$ cat config.mk
export PLATFORM = sky130hd
export DESIGN_NAME = dram_arbiter_flat
export DESIGN_NICKNAME = d
export VERILOG_FILES = /design/src/rtl/dram_arbiter_if.sv /design/src/rtl/dram_arbiter.sv /design/src/flat_wrapper.sv
export SDC_FILE = /design/constraint.sdc
export NUM_CORES = 1
export LEC_CHECK = 0
export ABC_AREA = 1
export BUFFER_PORTS_ARGS = -buffer_cell sky130_fd_sc_hd__buf_4
export CAP_MARGIN = 20
export CORE_MARGIN = 2
export CORE_UTILIZATION = 51
export CTS_CLUSTER_SIZE = 30
export DETAILED_ROUTE_END_ITERATION = 6
export GPL_TIMING_DRIVEN = 0
export PLACE_DENSITY = 0.88
export SLEW_MARGIN = 10
export SYNTH_ARGS = -nofsm -noshare
export SYNTH_HDL_FRONTEND = slang
export SYNTH_SLANG_ARGS = --single-unit
$ cat constraint.sdc
create_clock -name Clk -period 4.4 [get_ports Clk]
set_clock_uncertainty 0.15 [all_clocks]
set_input_delay 0.22 -clock Clk [delete_from_list [all_inputs] [get_ports Clk]]
set_output_delay 0.22 -clock Clk [all_outputs]
set_load 0.03 [all_outputs]
$ cat src/rtl/dram_arbiter_if.sv
// Core-side and RAM-side signal bundle for the shared data RAM arbiter.
// The master modport is the arbiter; the slave modport is the cores plus RAM.
interface dram_arbiter_if #(
  parameter int WIDTH  = 8,
  parameter int NCORES = 4
);
  logic [NCORES-1:0]       core_read;
  logic [NCORES-1:0]       core_write;
  logic [NCORES*WIDTH-1:0] core_addr;
  logic [NCORES*WIDTH-1:0] core_wdata;
  logic [WIDTH-1:0]        core_rdata;
  logic [NCORES-1:0]       core_ack;
  logic [NCORES-1:0]       core_grant;
  logic [WIDTH-1:0]        mem_addr;
  logic [WIDTH-1:0]        mem_wdata;
  logic [WIDTH-1:0]        mem_rdata;
  logic                    mem_re;
  logic                    mem_we;
  logic                    busy;

  modport master (
    input  core_read, core_write, core_addr,
    input  core_wdata, mem_rdata,
    output core_rdata, core_ack, core_grant,
    output mem_addr, mem_wdata, mem_re, mem_we,
    output busy
  );

  modport slave (
    output core_read, core_write, core_addr,
    output core_wdata, mem_rdata,
    input  core_rdata, core_ack, core_grant,
    input  mem_addr, mem_wdata, mem_re, mem_we,
    input  busy
  );
endinterface

$ cat src/rtl/dram_arbiter.sv
// Round-robin arbiter serialising NCORES cores onto one RAM port.
// One transaction per three cycles: IDLE arbitrates, ISSUE strobes, RESP acks.
module dram_arbiter #(
  parameter int WIDTH  = 8,
  parameter int NCORES = 4
) (
  input  logic          Clk,
  input  logic          Rst_n,
  dram_arbiter_if.master bus
);
  localparam int IW  = (NCORES > 1) ? $clog2(NCORES) : 1;
  localparam int IW1 = IW + 1;

  typedef enum logic [1:0] {
    IDLE,
    ISSUE,
    RESP
  } state_e;

  state_e            state_q, state_d;
  logic [IW-1:0]     last_q, last_d;
  logic [NCORES-1:0] gnt_q, gnt_d;
  logic [NCORES-1:0] ack_q, ack_d;
  logic              rd_q, rd_d;
  logic [WIDTH-1:0]  addr_q, addr_d;
  logic [WIDTH-1:0]  wdata_q, wdata_d;
  logic [WIDTH-1:0]  rdata_q, rdata_d;
  logic              re_q, re_d;
  logic              we_q, we_d;
  logic              busy_q, busy_d;

  logic [NCORES-1:0] req;
  logic              found;
  logic [IW-1:0]     pick;
  logic [IW:0]       idx;
  logic              wr_sel;

  // A core in its ack cycle is masked so it cannot win twice in a row
  always_comb begin
    req   = (bus.core_read | bus.core_write) & ~ack_q;
    found = 1'b0;
    pick  = last_q;
    idx   = '0;
    for (int k = 1; k <= NCORES; k++) begin
      idx = IW1'(last_q) + IW1'(k);
      if (idx >= IW1'(NCORES)) idx = idx - IW1'(NCORES);
      if (!found && req[idx[IW-1:0]]) begin
        found = 1'b1;
        pick  = idx[IW-1:0];
      end
    end
  end

  always_comb begin
    state_d = state_q;
    last_d  = last_q;
    gnt_d   = gnt_q;
    ack_d   = '0;
    rd_d    = rd_q;
    addr_d  = addr_q;
    wdata_d = wdata_q;
    rdata_d = rdata_q;
    re_d    = re_q;
    we_d    = we_q;
    wr_sel  = bus.core_write[pick];
    unique case (state_q)
      IDLE: begin
        if (found) begin
          addr_d  = bus.core_addr[pick*WIDTH +: WIDTH];
          wdata_d = bus.core_wdata[pick*WIDTH +: WIDTH];
          we_d    = wr_sel;
          re_d    = !wr_sel;
          rd_d    = !wr_sel;
          gnt_d   = NCORES'(1) << pick;
          last_d  = pick;
          state_d = ISSUE;
        end
      end
      ISSUE: begin
        re_d    = 1'b0;
        we_d    = 1'b0;
        state_d = RESP;
      end
      RESP: begin
        if (rd_q) rdata_d = bus.mem_rdata;
        ack_d   = gnt_q;
        gnt_d   = '0;
        state_d = IDLE;
      end
      default: state_d = IDLE;
    endcase
    busy_d = (state_d != IDLE);
  end

  always_ff @(posedge Clk) begin
    if (!Rst_n) begin
      state_q <= IDLE;
      last_q  <= IW'(NCORES - 1);
      gnt_q   <= '0;
      ack_q   <= '0;
      rd_q    <= 1'b0;
      addr_q  <= '0;
      wdata_q <= '0;
      rdata_q <= '0;
      re_q    <= 1'b0;
      we_q    <= 1'b0;
      busy_q  <= 1'b0;
    end else begin
      state_q <= state_d;
      last_q  <= last_d;
      gnt_q   <= gnt_d;
      ack_q   <= ack_d;
      rd_q    <= rd_d;
      addr_q  <= addr_d;
      wdata_q <= wdata_d;
      rdata_q <= rdata_d;
      re_q    <= re_d;
      we_q    <= we_d;
      busy_q  <= busy_d;
    end
  end

  assign bus.core_rdata = rdata_q;
  assign bus.core_ack   = ack_q;
  assign bus.core_grant = gnt_q;
  assign bus.mem_addr   = addr_q;
  assign bus.mem_wdata  = wdata_q;
  assign bus.mem_re     = re_q;
  assign bus.mem_we     = we_q;
  assign bus.busy       = busy_q;
endmodule

$ cat src/flat_wrapper.sv
// flat-port wrapper written by rule: the top's interface ports become plain ports
module dram_arbiter_flat 
#(
  parameter int WIDTH  = 8,
  parameter int NCORES = 4
)
  (Clk, Rst_n, bus_core_read, bus_core_write, bus_core_addr, bus_core_wdata, bus_mem_rdata, bus_core_rdata, bus_core_ack, bus_core_grant, bus_mem_addr, bus_mem_wdata, bus_mem_re, bus_mem_we, bus_busy);
  dram_arbiter_if #(.WIDTH(WIDTH), .NCORES(NCORES)) bus_i ();
  input  logic Clk;
  input  logic Rst_n;
  input wire logic [$bits(bus_i.core_read)-1:0] bus_core_read;
  input wire logic [$bits(bus_i.core_write)-1:0] bus_core_write;
  input wire logic [$bits(bus_i.core_addr)-1:0] bus_core_addr;
  input wire logic [$bits(bus_i.core_wdata)-1:0] bus_core_wdata;
  input wire logic [$bits(bus_i.mem_rdata)-1:0] bus_mem_rdata;
  output wire logic [$bits(bus_i.core_rdata)-1:0] bus_core_rdata;
  output wire logic [$bits(bus_i.core_ack)-1:0] bus_core_ack;
  output wire logic [$bits(bus_i.core_grant)-1:0] bus_core_grant;
  output wire logic [$bits(bus_i.mem_addr)-1:0] bus_mem_addr;
  output wire logic [$bits(bus_i.mem_wdata)-1:0] bus_mem_wdata;
  output wire logic [$bits(bus_i.mem_re)-1:0] bus_mem_re;
  output wire logic [$bits(bus_i.mem_we)-1:0] bus_mem_we;
  output wire logic [$bits(bus_i.busy)-1:0] bus_busy;
  assign bus_i.core_read = bus_core_read;
  assign bus_i.core_write = bus_core_write;
  assign bus_i.core_addr = bus_core_addr;
  assign bus_i.core_wdata = bus_core_wdata;
  assign bus_i.mem_rdata = bus_mem_rdata;
  assign bus_core_rdata = bus_i.core_rdata;
  assign bus_core_ack = bus_i.core_ack;
  assign bus_core_grant = bus_i.core_grant;
  assign bus_mem_addr = bus_i.mem_addr;
  assign bus_mem_wdata = bus_i.mem_wdata;
  assign bus_mem_re = bus_i.mem_re;
  assign bus_mem_we = bus_i.mem_we;
  assign bus_busy = bus_i.busy;
  dram_arbiter #(.WIDTH(WIDTH), .NCORES(NCORES)) u_core (.Clk(Clk), .Rst_n(Rst_n), .bus(bus_i));
endmodule
# ---- Yosys cells after proc, flatten, opt, wreduce, memory -nomap -nowiden
# Index checks and enable logic that the tools add are counted.
dict set report word_totals {
  reg_bits 40
  elab_cells 83
  inputBits 82
}
dict set report op_classes {
  reduce_logical 16
  bitwise_logic 3
  add_sub_neg 8
  shifts 3
  muxes 30
  n_eq_ne 3
  order_cmp 9
}
# operator count
set ops {}
lappend ops {{32-bit by 6-bit indexed part select with 8-bit output} 2}
lappend ops {{2-bit 2-to-1 mux} 9}
lappend ops {{2-bit by 3-bit < comparator with 1-bit output (second input constant)} 5}
lappend ops {{3-bit greater-or-equal comparator (second input constant)} 4}
lappend ops {{1-bit 2-to-1 mux} 11}
lappend ops {{1-bit binary-select mux with 2-bit select} 5}
lappend ops {{2-bit AND reduction} 5}
lappend ops {{4-bit case mux with 2 select lines} 1}
lappend ops {{2-bit by 1-bit subtractor with 2-bit output (second input constant)} 4}
lappend ops {{2-bit by 2-bit adder with 3-bit output (second input constant)} 2}
lappend ops {{2-bit nonzero test} 3}
lappend ops {{4-bit AND} 1}
lappend ops {{1-bit zero test} 4}
lappend ops {{4-bit 2-to-1 mux} 1}
lappend ops {{4-bit inverter} 1}
lappend ops {{4-bit bitwise OR} 1}
lappend ops {{1-bit case mux with 2 select lines} 2}
lappend ops {{2-bit case mux with 2 select lines} 1}
lappend ops {{1-bit by 2-bit << shifter with 4-bit output (first input constant)} 1}
lappend ops {{2-bit by 1-bit adder with 3-bit output (second input constant)} 1}
lappend ops {{2-bit by 3-bit adder with 3-bit output (second input constant)} 1}
lappend ops {{1-bit logical AND} 3}
lappend ops {{2-bit by 1-bit == test with 1-bit output (second input constant)} 1}
lappend ops {{2-bit == test (second input constant)} 1}
lappend ops {{other kinds (2)} 2}

# ---- Depth between registers and ports, before layout
# Gate-level depths: netlist of run 1.
dict set report depth {
  word_depth 20
  mapped_depth 17
  depth_no_buf 17
}

# ---- Worst setup path before layout of run 1
# Ideal clock, no wire load.
dict set report synth_path {
  path_type {register to register}
  startpoint {register u_core.ack_q[2] (netlist: u_core.bus.core_ack[2])}
  endpoint {register u_core.addr_q[2] (netlist: u_core.bus.mem_addr[2])}
  required_time_ns 4.141
  t_arrival_ns 1.685
  slack_ns 2.456
  path_stages_with_launch 17
  setup_time_ns 0.109
  path_cell_list {dfxtp_1 -> inv_1 -> nand3_1 -> nand2_1 -> nand2_2 -> nand2_4 -> nand2_1 -> nand2_1 -> nand2_1 -> nand2_2 -> buf_4 -> nand2_1 -> nand2_1 -> nand2_1 -> nand3_1 -> nand2_1 -> inv_1}
}
dict set report synth_between {
  elab_chain_len 15
  elab_cells_between_ends 26
  cone_classes {shift (1); mux (16); bitwise (2); reduce/logical (7)}
}
# element line
set synth_lines {}
lappend synth_lines {{from (decl)} dram_arbiter.sv:23} ;# logic [NCORES-1:0] ack_q, ack_d;
lappend synth_lines {{from (signal assigned)} dram_arbiter.sv:112} ;# ack_q <= ack_d;
lappend synth_lines {{4-bit inverter (*)} dram_arbiter.sv:40} ;# req = (bus.core_read | bus.core_write) & ~ack_q;
lappend synth_lines {{4-bit AND (*)} dram_arbiter.sv:40}
lappend synth_lines {{1-bit binary-select mux with 2-bit select} dram_arbiter.sv:47} ;# if (!found && req[idx[IW-1:0]]) begin
lappend synth_lines {{1-bit 2-to-1 mux (implied by the code)} dram_arbiter.sv:47}
lappend synth_lines {{1-bit 2-to-1 mux} dram_arbiter.sv:47}
lappend synth_lines {{1-bit zero test} dram_arbiter.sv:47}
lappend synth_lines {{1-bit logical AND} dram_arbiter.sv:47}
lappend synth_lines {{1-bit 2-to-1 mux} dram_arbiter.sv:47}
lappend synth_lines {{1-bit zero test} dram_arbiter.sv:47}
lappend synth_lines {{1-bit logical AND} dram_arbiter.sv:47}
lappend synth_lines {{1-bit 2-to-1 mux} dram_arbiter.sv:47}
lappend synth_lines {{1-bit zero test} dram_arbiter.sv:47}
lappend synth_lines {{1-bit logical AND} dram_arbiter.sv:47}
lappend synth_lines {{2-bit 2-to-1 mux or 1-bit 2-to-1 mux (tied branches)} dram_arbiter.sv:47}
lappend synth_lines {{32-bit by 6-bit indexed part select with 8-bit output or 2-bit AND reduction (tied branches)} -}
lappend synth_lines {{to (signal assigned)} dram_arbiter.sv:114} ;# addr_q <= addr_d;
lappend synth_lines {{to (decl)} dram_arbiter.sv:25} ;# logic [WIDTH-1:0] addr_q, addr_d;
# Every way passes the cells marked *; elsewhere a longest branch is shown, timed or not. The select of a mux whose other input is x is not followed.
# A chain may end at the register's enable or synchronous reset.

# ---- Worst setup path in the final report of run 1
dict set report layout_path {
  startpoint {register u_core.last_q[0]}
  endpoint {register u_core.addr_q[6] (netlist: u_core.bus.mem_addr[6])}
}
dict set report layout_between {
  elab_chain_len 16
  elab_cells_between_ends 40
  cone_classes {add/sub (8); order compare (4); shift (1); mux (20); reduce/logical (7)}
}
# element line
set layout_lines {}
lappend layout_lines {{from (decl)} dram_arbiter.sv:21} ;# logic [IW-1:0] last_q, last_d;
lappend layout_lines {{from (signal assigned)} dram_arbiter.sv:98} ;# last_q <= IW'(NCORES - 1);
lappend layout_lines {{from (signal assigned)} dram_arbiter.sv:110} ;# last_q <= last_d;
lappend layout_lines {{2-bit by 1-bit adder with 3-bit output} dram_arbiter.sv:45} ;# idx = IW1'(last_q) + IW1'(k);
lappend layout_lines {{3-bit greater-or-equal comparator or 2-bit by 1-bit subtractor with 2-bit output (tied branches)} dram_arbiter.sv:46} ;# if (idx >= IW1'(NCORES)) idx = idx - IW1'(NCORES);
lappend layout_lines {{2-bit 2-to-1 mux} dram_arbiter.sv:46}
lappend layout_lines {{1-bit binary-select mux with 2-bit select} dram_arbiter.sv:47}
lappend layout_lines {{1-bit 2-to-1 mux (implied by the code)} dram_arbiter.sv:47}
lappend layout_lines {{1-bit 2-to-1 mux} dram_arbiter.sv:47}
lappend layout_lines {{1-bit zero test} dram_arbiter.sv:47}
lappend layout_lines {{1-bit logical AND} dram_arbiter.sv:47}
lappend layout_lines {{1-bit 2-to-1 mux} dram_arbiter.sv:47}
lappend layout_lines {{1-bit zero test} dram_arbiter.sv:47}
lappend layout_lines {{1-bit logical AND} dram_arbiter.sv:47}
lappend layout_lines {{1-bit 2-to-1 mux} dram_arbiter.sv:47}
lappend layout_lines {{1-bit zero test} dram_arbiter.sv:47}
lappend layout_lines {{1-bit logical AND} dram_arbiter.sv:47}
lappend layout_lines {{2-bit 2-to-1 mux or 1-bit 2-to-1 mux (tied branches)} dram_arbiter.sv:47}
lappend layout_lines {{32-bit by 6-bit indexed part select with 8-bit output or 2-bit AND reduction (tied branches)} -}
# Several ways; a longest one is shown, not always the timed one. The select of a mux whose other input is x is not followed.

==> impl_metrics.yaml, run 1 <==
cts:
  htree_levels: 2
  cts_root_buf: "clkbuf_8"
  cts.sink_count: 40
  cts.reportedPaths.clkPinSlew_ns: 0.08
  numCtsBuffers: 5
  tritoncts: "done"
  cts_buffer_depth: 2
  insertion_delay_ns: 0.29
critical_path:
  crit_path_max_fanout: 10
  critPathLaunchType: "flop"
  crit_chain: "buf_6 > xnor2_2 > nand3_2 > nand2_2 > nand2_2 > nor2_2 > nand2_1 > nand2_4 > inv_4 > buf_6 > nor2_1 > nor2_1 > nand2_1 > inv_1"
  slowest_stage: "dfxtp_1"
  cp_data_required_time_ns: 4.44
  endpoint_kind: "flop"
  critPathArrivalTime_ns: 2.20
  critPathBufInv: 4
  critPathKind: "reg2reg"
  cp_top_family: "simple AND/OR/NAND/NOR gates"
  cp_slowest_stage_delay_ns: 0.31
routing:
  num_vias: 2969
  routed_wl_mm: 7.26
  drc: 0
  wire_per_inst_um: 11.7
  wl_met1_mm: 2.94
  vias_per_cell: 4.79
  route.met3.wl_um: 547
  drtPass1Iterations: 4
  ant_nets: 0
  wl_met2_mm: 3.65
  routed.top_layer: "met4"
  drt_iter0_drc: 109
pwr:
  p_int_mw: 1.29
  finalPower_mw: 2.78
  ir_drop_mv: 0.502
  switching_power_mw: 1.49
  powerDensity_nw_per_um2: 777
  p_leak_nw: 2.02
  power_frac_clock_pct: 8.4
  seq_power_share_pct: 18.4
  power.share.switching_pct: 53.6
  combPwrFrac_pct: 73.2
synthesis:
  syn_area_um2: 2520
  synth_nets: 511
  yosysTopAreaCell: "dfxtp_1"
  ys_seq_area_share_pct: 31.7
  synthArstFlopShare_pct: 0
  synthFlopType: "dfxtp_1"
  synth_top_area_share_pct: 31.7
  synthTopCellsByArea: "dfxtp_1, nand2_1, nand3_1, nor2_1, inv_1"
  syn_inst: 429
  synth_warnings: 0
  ys_types: 21
  synth.avg_cell_area_um2: 5.89
  synth_edf_count: 0
  ys_ff_latch: 40
global_routing:
  first_global_vias: 2701
  grtUsageTotal_pct: 27.0
  grt_start_max_net_pins: 13
  grt_pass1_wl_mm: 11.6
  grt_overflow: 0
  antenna_found_initial: 0
timing:
  fmax_ghz: 0.461
  slew-limit-headroom_pct: 65.7
  timing.final.hold_violations: 0
  hold_slack_ns: 0.0584
  drv_slew: 0
  finalSetupTns_ns: 0
  finalCritPeriodShare_pct: 49.3
  setup-violations-final: 0
  rsz0062_at_grt: "false"
  worst_slew_pin_slew_ns: 0.514
  fin_crit_ns: 2.17
finish:
  drive_above_1_share_pct: 28.6
  antenna_cells: 0
  fin_nets: 635
  area.growth.synth_to_final_pct: 41.4
floorplan:
  io_pins: 117
  core-area_um2: 4750
  rows: 25
  die_x_um: 74.4
  die-area_um2: 5530
  chipHeight_um: 74.4
  start_util_pct: 53.1
min_path:
  hp-class: "in2reg"
place:
  numPortBuffers: 116
  gp_congestion: 0.888
  dp_hpwl_mm: 5.83
outcome:
  status: "completed"
flow_run:
  maxCapViolations: 0
==> cell type report <==
cell class	count	area (um2)
multi-input cells	328	1440
fillers	424	1180
repair buffers	117	881
flip-flops and latches	40	801
inverters	43	166
plain buffers	18	119
well taps	67	83.8
clock buffers	5	68.8
clock inverters	2	12.5
==> what timing repair did <==
action,4_1_cts,5_1_grt
hold buffers,1,0
gates resized for setup,0,0
buffers inserted,0,0
hold endpoints to repair,1,0
endpoints found under the setup margin,0,0
==> cell families (layout without fill, tap and decap cells) <==
group | Yosys count | after routing | share of synthesized area (%)
AOI/OAI and AO/OA | 17 | 17 | 3.37
DFF | 40 | 40 | 31.7
buffers and inverters | 61 | 185 | 11.3
and+or+nand+nor | 309 | 309 | 51.9
xor gates and xnor gates | 2 | 2 | 1.73
==> flip-flops by register name (all words and copies together) (netlist names) <==
| signal | count |
|---|---|
| u_core.bus.mem_addr | 8 |
| u_core.state_q | 2 |
| u_core.rd_q | 1 |
| u_core.last_q | 2 |
| u_core.bus.core_rdata | 8 |
| u_core.bus.mem_wdata | 8 |
| u_core.bus.core_ack | 4 |
| u_core.bus.busy | 1 |
| u_core.bus.mem_re | 1 |
| u_core.bus.mem_we | 1 |
| u_core.bus.core_grant | 4 |
==> Yosys cell counts (3+ instances only) <==
cell / number
nand3_2: 6
buf_4: 9
nand2_2: 5
inv_1: 41
a21oi_1: 15
dfxtp_1: 40
nand2_1: 198
nand3_1: 43
clkbuf_1: 4
nor2_1: 50
nor2_4: 3
==> per-stage QoR <==
| stage | instance area [um2] | util [%] | worst slack, ns | std cells |
|---|---|---|---|---|
| final | 3570 | 75.1 | 2.23 | 620 |
| after global routing | 3570 | 75.1 | 2.04 | 620 |
| after CTS | 3570 | 75.1 | 2.22 | 620 |
| after detailed placement | 3480 | 73.2 | 2.23 | 612 |
| after global placement | 3480 | 73.2 | 2.30 | 612 |
| after floorplan | 2520 | - | 2.46 | 429 |
==> worst register-to-register path, cell delays in order, from the launching register on <==
cell and delay (ns):
dfxtp_1 0.31, buf_6 0.15, xnor2_2 0.25, nand3_2 0.12
nand2_2 0.13, nand2_2 0.10, nor2_2 0.11, nand2_1 0.11
nand2_4 0.14, inv_4 0.09, buf_6 0.15, nor2_1 0.09
nor2_1 0.05, nand2_1 0.08, inv_1 0.03
==> power by group through the flow <==
stage / Combinational (mW) / Clock (mW) / Sequential (mW)
after floorplan: 1.36 / 0 / 0.661
after global placement: 1.99 / 0 / 0.514
after detailed placement: 2.03 / 0 / 0.517
after CTS: 2.04 / 0.235 / 0.510
after global routing: 2.27 / 0.248 / 0.520
final: 2.03 / 0.232 / 0.510
==> metal layers <==
metal | up-vias | track usage [%]
li1 | 1551 | -
met1 | 1302 | 31.2
met2 | 104 | 47.8
met3 | 12 | 6.64
met4 | 0 | 10.7
met5 | - | 0
==> layout by cell type, fill, tap and decap left out, types with 2 or more instances in the layout <==
master / count
clkbuf_8: 5
nand2_1: 198
buf_2: 2
dfxtp_1: 40
o21ai_1: 2
nand3_2: 6
nor2_1: 50
a21oi_1: 15
nand2_4: 2
nor2_4: 3
inv_1: 41
inv_4: 2
buf_6: 2
clkbuf_1: 4
nand3_1: 43
buf_4: 125
nand2_2: 5
==> worst paths after layout <==
path,startpoint,end,slack (ns),cells past startpoint
min reg2reg,u_core.bus.core_grant[2],u_core.bus.core_ack[2],0.32,2
min,bus_mem_rdata[3],u_core.bus.core_rdata[3],0.06,3
max,u_core.last_q[0],u_core.bus.mem_addr[6],2.23,14
max reg2reg,u_core.last_q[0],u_core.bus.mem_addr[6],2.23,14
Note: power is estimated with default switching activity, not from simulation.
==> run 2: changes to the inputs <==
--- a/config.mk
+++ b/config.mk
@@ -9,11 +9,11 @@
 export BUFFER_PORTS_ARGS = -buffer_cell sky130_fd_sc_hd__buf_4
 export CAP_MARGIN = 20
 export CORE_MARGIN = 2
-export CORE_UTILIZATION = 51
+export CORE_UTILIZATION = 43
 export CTS_CLUSTER_SIZE = 30
 export DETAILED_ROUTE_END_ITERATION = 6
 export GPL_TIMING_DRIVEN = 0
-export PLACE_DENSITY = 0.88
+export PLACE_DENSITY = 0.8
 export SLEW_MARGIN = 10
 export SYNTH_ARGS = -nofsm -noshare
 export SYNTH_HDL_FRONTEND = slang
==> constraint.sdc (replaced) <==
create_clock -name Clk -period 1.8 [get_ports Clk]
set_clock_uncertainty 0.15 [all_clocks]
set_input_delay 0.09 -clock Clk [delete_from_list [all_inputs] [get_ports Clk]]
set_output_delay 0.09 -clock Clk [all_outputs]
set_load 0.03 [all_outputs]
==> run 2 against run 1 <==
Net effect: the run now ends with negative setup slack left; combinational power rose to 3.9 times the previous value; global-route usage rose by 0.093 points; utilization rose by 3.8 points; cell area is 23% higher; die area grew 18%; critical path depth grew 2; sequential cell count stayed put.
==> impl_metrics.yaml, run 2 (same netlist as run 1, synthesis figures left out) <==
routing:
  num_vias: 3481
  wire_per_inst_um: 16.3
  routed.top_layer: "met4"
  drc: 0
  wl_met2_mm: 5.39
  route.met3.wl_mm: 1.13
  routed_wl_mm: 10.8
  wl_met1_mm: 3.74
  drtPass1Iterations: 5
  ant_nets: 0
  drt_iter0_drc: 317
  vias_per_cell: 5.24
pwr:
  seq_power_share_pct: 12.9
  power.share.switching_pct: 50.2
  ir_drop_mv: 1.29
  power_frac_clock_pct: 8.0
  finalPower_mw: 10.1
  p_int_mw: 5.01
  powerDensity_nw_per_um2: 2290
  switching_power_mw: 5.05
  p_leak_nw: 2.37
  combPwrFrac_pct: 79.1
cts:
  numCtsBuffers: 5
  insertion_delay_ns: 0.30
  cts.sink_count: 40
  cts.reportedPaths.clkPinSlew_ns: 0.09
  tritoncts: "done"
  cts_root_buf: "clkbuf_8"
  cts_buffer_depth: 2
  htree_levels: 2
finish:
  drive_above_1_share_pct: 39.4
  fin_nets: 673
  fin_area_um2: 4400
  final_common_cell: "nand2_1"
  stdcell_count: 664
  fillers: 393
  antenna_cells: 0
  final_cell_mix: "nand2_1, buf_4, nor2_1, inv_1, dfxtp_1"
  fin_util_pct: 78.9
  area.growth.synth_to_final_pct: 74.1
min_path:
  hold_depth: 7
  holdCritStartpoint: "bus_core_addr[20]"
  hp-class: "in2reg"
  holdPathEnd: "u_core.bus.mem_addr[4]"
critical_path:
  cp_data_required_time_ns: 1.86
  r2r-end: "u_core.bus.mem_we"
  endpoint_kind: "flop"
  r2r-start: "u_core.last_q[0]"
  slowest_stage: "dfxtp_4"
  cp_top_family: "simple AND/OR/NAND/NOR gates"
  crit_chain: "buf_12 > inv_8 > nand3_2 > nand3_2 > nand2_4 > nand2_4 > nand2_2 > nand2_4 > buf_4 > nand3_1 > nand2_1 > inv_1 > nand2_2 > nand3_1 > nand2_1 > inv_1"
  critPathBufInv: 5
  critPathKind: "reg2reg"
  crit_path_max_fanout: 8
  crit_top_cell: "nand2_4"
  critPathArrivalTime_ns: 2.25
  regToRegSetupSlack_ns: -0.39
  cp_slowest_stage_delay_ns: 0.37
  reg2reg_depth: 16
  critPathLaunchType: "flop"
global_routing:
  grt_pass1_wl_mm: 13.6
  grtUsageTotal_pct: 27.1
  antenna_found_initial: 0
  grt_overflow: 0
  grt_start_max_net_pins: 14
  first_global_vias: 3101
place:
  dp_slack_ns: -0.328
  dp_hpwl_mm: 5.83
  numPortBuffers: 116
  gp_congestion: 0.875
  dp_cells: 617
  placed_area_um2: 3520
timing:
  fin_crit_ns: 2.19
  drv_slew: 0
  rsz0062_at_grt: "true"
  fmax_ghz: 0.456
  fin_ws_ns: -0.392
  timing.final.hold_violations: 0
  setup-violations-final: 27
  hold_slack_ns: 0.0156
  finalCritPeriodShare_pct: 122
  slew-limit-headroom_pct: 63.8
  finalSetupTns_ns: -8.88
  worst_slew_pin_slew_ns: 0.542
floorplan:
  core-area_um2: 5570
  chipHeight_um: 80.6
  start_util_pct: 45.3
  rows: 27
  die_x_um: 80.6
  die-area_um2: 6500
  io_pins: 117
outcome:
  violations: "negative setup slack"
  status: "finished with violations"
flow_run:
  maxCapViolations: 0
[run 2: cell count changes in the layout (fill, tap and decap cells not counted), moves of 5 or more]
cell,change
nand2_1,-17
buf_4,+12
nand3_1,-12
buf_6,+9
dlygate4sd3_1,+8
nand2_2,+8
nand3_2,+7
nor2_1,-7
nand2_4,+6
dfxtp_1,-5
nand3_4,+5
[run 2: how the worst max path moves through the flow]
stage,from,to,cells past startpoint
3_3_place_gp,u_core.last_q[0],u_core.bus.mem_wdata[6],14
6_report,u_core.last_q[0],u_core.bus.mem_we,16
4_1_cts,u_core.last_q[0],u_core.bus.mem_wdata[4],14
5_1_grt,u_core.last_q[0],u_core.bus.mem_addr[0],14
2_1_floorplan,u_core.last_q[0],u_core.bus.mem_wdata[4],14
3_5_place_dp,u_core.last_q[0],u_core.bus.mem_wdata[6],14
[run 2: final cells by class]
class	count	area (um2)	area share, %
timing repair buffer	155	1310	29.7
multi-input combinational	328	1710	38.8
tap	72	90.1	2.05
clock buffer	6	82.6	1.88
sequential	40	810	18.4
clock inverter	2	38.8	0.882
buffer	18	185	4.21
inverter	43	176	4.01
[run 2: layer usage]
metal  GRT usage, %  vias up
met5              0        -
met4           11.2        0
met3           7.53       63
met2           48.8      237
met1           29.7     1551
li1               -     1630
[run 2: power by group through the flow]
stage / clock, mW / combinational (mW) / sequential (mW)
floorplan: 0 / 3.39 / 1.62
global placement: 0 / 4.93 / 1.26
detailed placement: 0 / 5.03 / 1.27
CTS: 0.792 / 6.48 / 1.27
global route: 0.829 / 8.48 / 1.31
finish: 0.805 / 7.96 / 1.30
[run 2: timing repair]
item / in CTS / in global routing
gates resized for setup: 52 / 35
cloned: 4 / 4
endpoints found under the setup margin: 25 / 27
buffers inserted: 16 / 6
hold buffers: 9 / 0
pin swaps: 29 / 21
hold endpoints to repair: 15 / 0
[run 2: worst min-delay path, delay by kind of cell]
| kind | cells | cell delay, ns |
|---|---|---|
| and+or+nand+nor | 5 | 0.23 |
| buffers and inverters | 2 | 0.12 |
==> run 3: changes to the inputs <==
--- a/config.mk
+++ b/config.mk
@@ -8,6 +8,7 @@
 export ABC_AREA = 1
 export BUFFER_PORTS_ARGS = -buffer_cell sky130_fd_sc_hd__buf_4
 export CAP_MARGIN = 20
+export CORE_ASPECT_RATIO = 1.25
 export CORE_MARGIN = 2
 export CORE_UTILIZATION = 43
 export CTS_CLUSTER_SIZE = 30
==> run 3 against run 2 <==
Net effect: the flow still finishes with violations (negative setup slack); final cell count is 2.4% lower; non-clock buffer count is 11 lower; global-route usage is 1.8 points lower; critical path type unchanged; critical endpoint is now u_core.bus.mem_addr[5]; largest cell class unchanged.
==> impl_metrics.yaml, run 3 (same netlist as run 1, synthesis figures left out) <==
cts:
  cts_buffer_depth: 2
  numCtsBuffers: 5
  cts.reportedPaths.clkPinSlew_ns: 0.08
  cts.sink_count: 40
  cts_root_buf: "clkbuf_8"
  tritoncts: "done"
  insertion_delay_ns: 0.29
  htree_levels: 2
floorplan:
  rows: 31
  die_x_um: 72.5
  core-area_um2: 5740
  start_util_pct: 44.0
  die-area_um2: 6510
  io_pins: 117
  chipHeight_um: 89.7
timing:
  fmax_ghz: 0.481
  setup-violations-final: 27
  timing.final.hold_violations: 0
  rsz0062_at_grt: "true"
  hold_slack_ns: 0.0111
  worst_slew_pin_slew_ns: 0.487
  fin_ws_ns: -0.277
  drv_slew: 0
  finalCritPeriodShare_pct: 115
  slew-limit-headroom_pct: 67.5
  fin_crit_ns: 2.08
critical_path:
  slowest_stage: "dfxtp_2"
  crit_chain: "buf_12 > xnor2_4 > nand3_2 > nand2_4 > nand3_1 > nand2_2 > nand2_4 > buf_4 > nand2_1 > nand2_1 > nand2_1 > nand3_1 > nand2_1 > inv_1"
  critPathBufInv: 3
  critPathKind: "reg2reg"
  critPathLaunchType: "flop"
  endpoint_kind: "flop"
  cp_data_required_time_ns: 1.85
  cp_slowest_stage_delay_ns: 0.33
  crit_path_max_fanout: 8
  critPathArrivalTime_ns: 2.13
  crit_top_cell: "nand2_1"
  cp_top_family: "simple AND/OR/NAND/NOR gates"
finish:
  final_cell_mix: "nand2_1, buf_4, nor2_1, inv_1, nand3_1"
  fin_nets: 663
  fin_util_pct: 71.2
  final_common_cell: "nand2_1"
  antenna_cells: 0
  fillers: 486
  drive_above_1_share_pct: 35.6
  fin_area_um2: 4090
  area.growth.synth_to_final_pct: 61.9
routing:
  drtPass1Iterations: 4
  num_vias: 3193
  routed_wl_mm: 8.51
  ant_nets: 0
  vias_per_cell: 4.93
  drc: 0
  wire_per_inst_um: 13.1
  drt_iter0_drc: 181
pwr:
  ir_drop_mv: 1.38
  p_leak_nw: 2.24
  finalPower_mw: 8.60
  powerDensity_nw_per_um2: 2100
global_routing:
  grtUsageTotal_pct: 25.3
  grt_overflow: 0
  first_global_vias: 2962
  antenna_found_initial: 0
  grt_pass1_wl_mm: 12.9
  grt_start_max_net_pins: 14
place:
  placed_area_um2: 3510
  gp_congestion: 0.860
  dp_hpwl_mm: 5.75
  numPortBuffers: 116
outcome:
  violations: "negative setup slack"
  status: "finished with violations"
min_path:
  hp-class: "in2reg"
flow_run:
  maxCapViolations: 0
-- run 3: report_power, final --
group / switching (mW) / internal (mW)
clock: 0.330 / 0.454
sequential: 0.144 / 1.13
combinational: 3.85 / 2.70
-- run 3: routing by layer --
metal | vias up | GRT usage [%] | routed length [um]
met4 | 0 | 9.60 | 224
met2 | 125 | 48.4 | 4570
met3 | 27 | 5.58 | 576
met1 | 1433 | 26.7 | 3130
met5 | - | 0 | 0
li1 | 1608 | - | -
-- run 3: path summary, 6_finish.rpt --
path	startpoint	end	slack [ns]	depth (start not counted)
min	bus_core_wdata[17]	u_core.bus.mem_wdata[1]	0.01	7
min reg2reg	u_core.bus.core_grant[1]	u_core.bus.core_ack[1]	0.31	2
max	u_core.last_q[0]	u_core.bus.mem_addr[5]	-0.28	14
max reg2reg	u_core.last_q[0]	u_core.bus.mem_addr[5]	-0.28	14
-- run 3: tightest hold or removal path: cells and delay by family --
family                 cells  cell delay (ns)
buffers and inverters      2             0.12
AND/OR/NAND/NOR            5             0.23
-- run 3: per-stage QoR --
stage | worst slack (ns) | setup TNS, ns | cells
after floorplan | -0.0682 | -0.981 | 429
final | -0.277 | -5.58 | 648
after CTS | -0.201 | -4.06 | 645
after global placement | -0.291 | -5.76 | 611
after global routing | -0.401 | -8.78 | 648
after detailed placement | -0.302 | -6.44 | 611
-- run 3: cell type report --
cell class	instances	area, um2	share of cell area (%)
multi-input cells	328	1600	39.0
repair buffers	144	1120	27.4
flip-flops and latches	40	807	19.7
plain buffers	18	178	4.35
inverters	43	176	4.31
clock buffers	6	82.6	2.02
well taps	66	82.6	2.02
clock inverters	2	38.8	0.949
repair inverters	1	6.26	0.153
-- run 3: what timing repair did --
| action | CTS | global route |
|---|---|---|
| hold buffers | 9 | 0 |
| endpoints found under the hold margin | 11 | 0 |
| resized for setup | 41 | 12 |
| setup buffers | 13 | 2 |
| endpoints found under the setup margin | 25 | 27 |
| gates cloned | 4 | 1 |
| pin swaps | 21 | 10 |
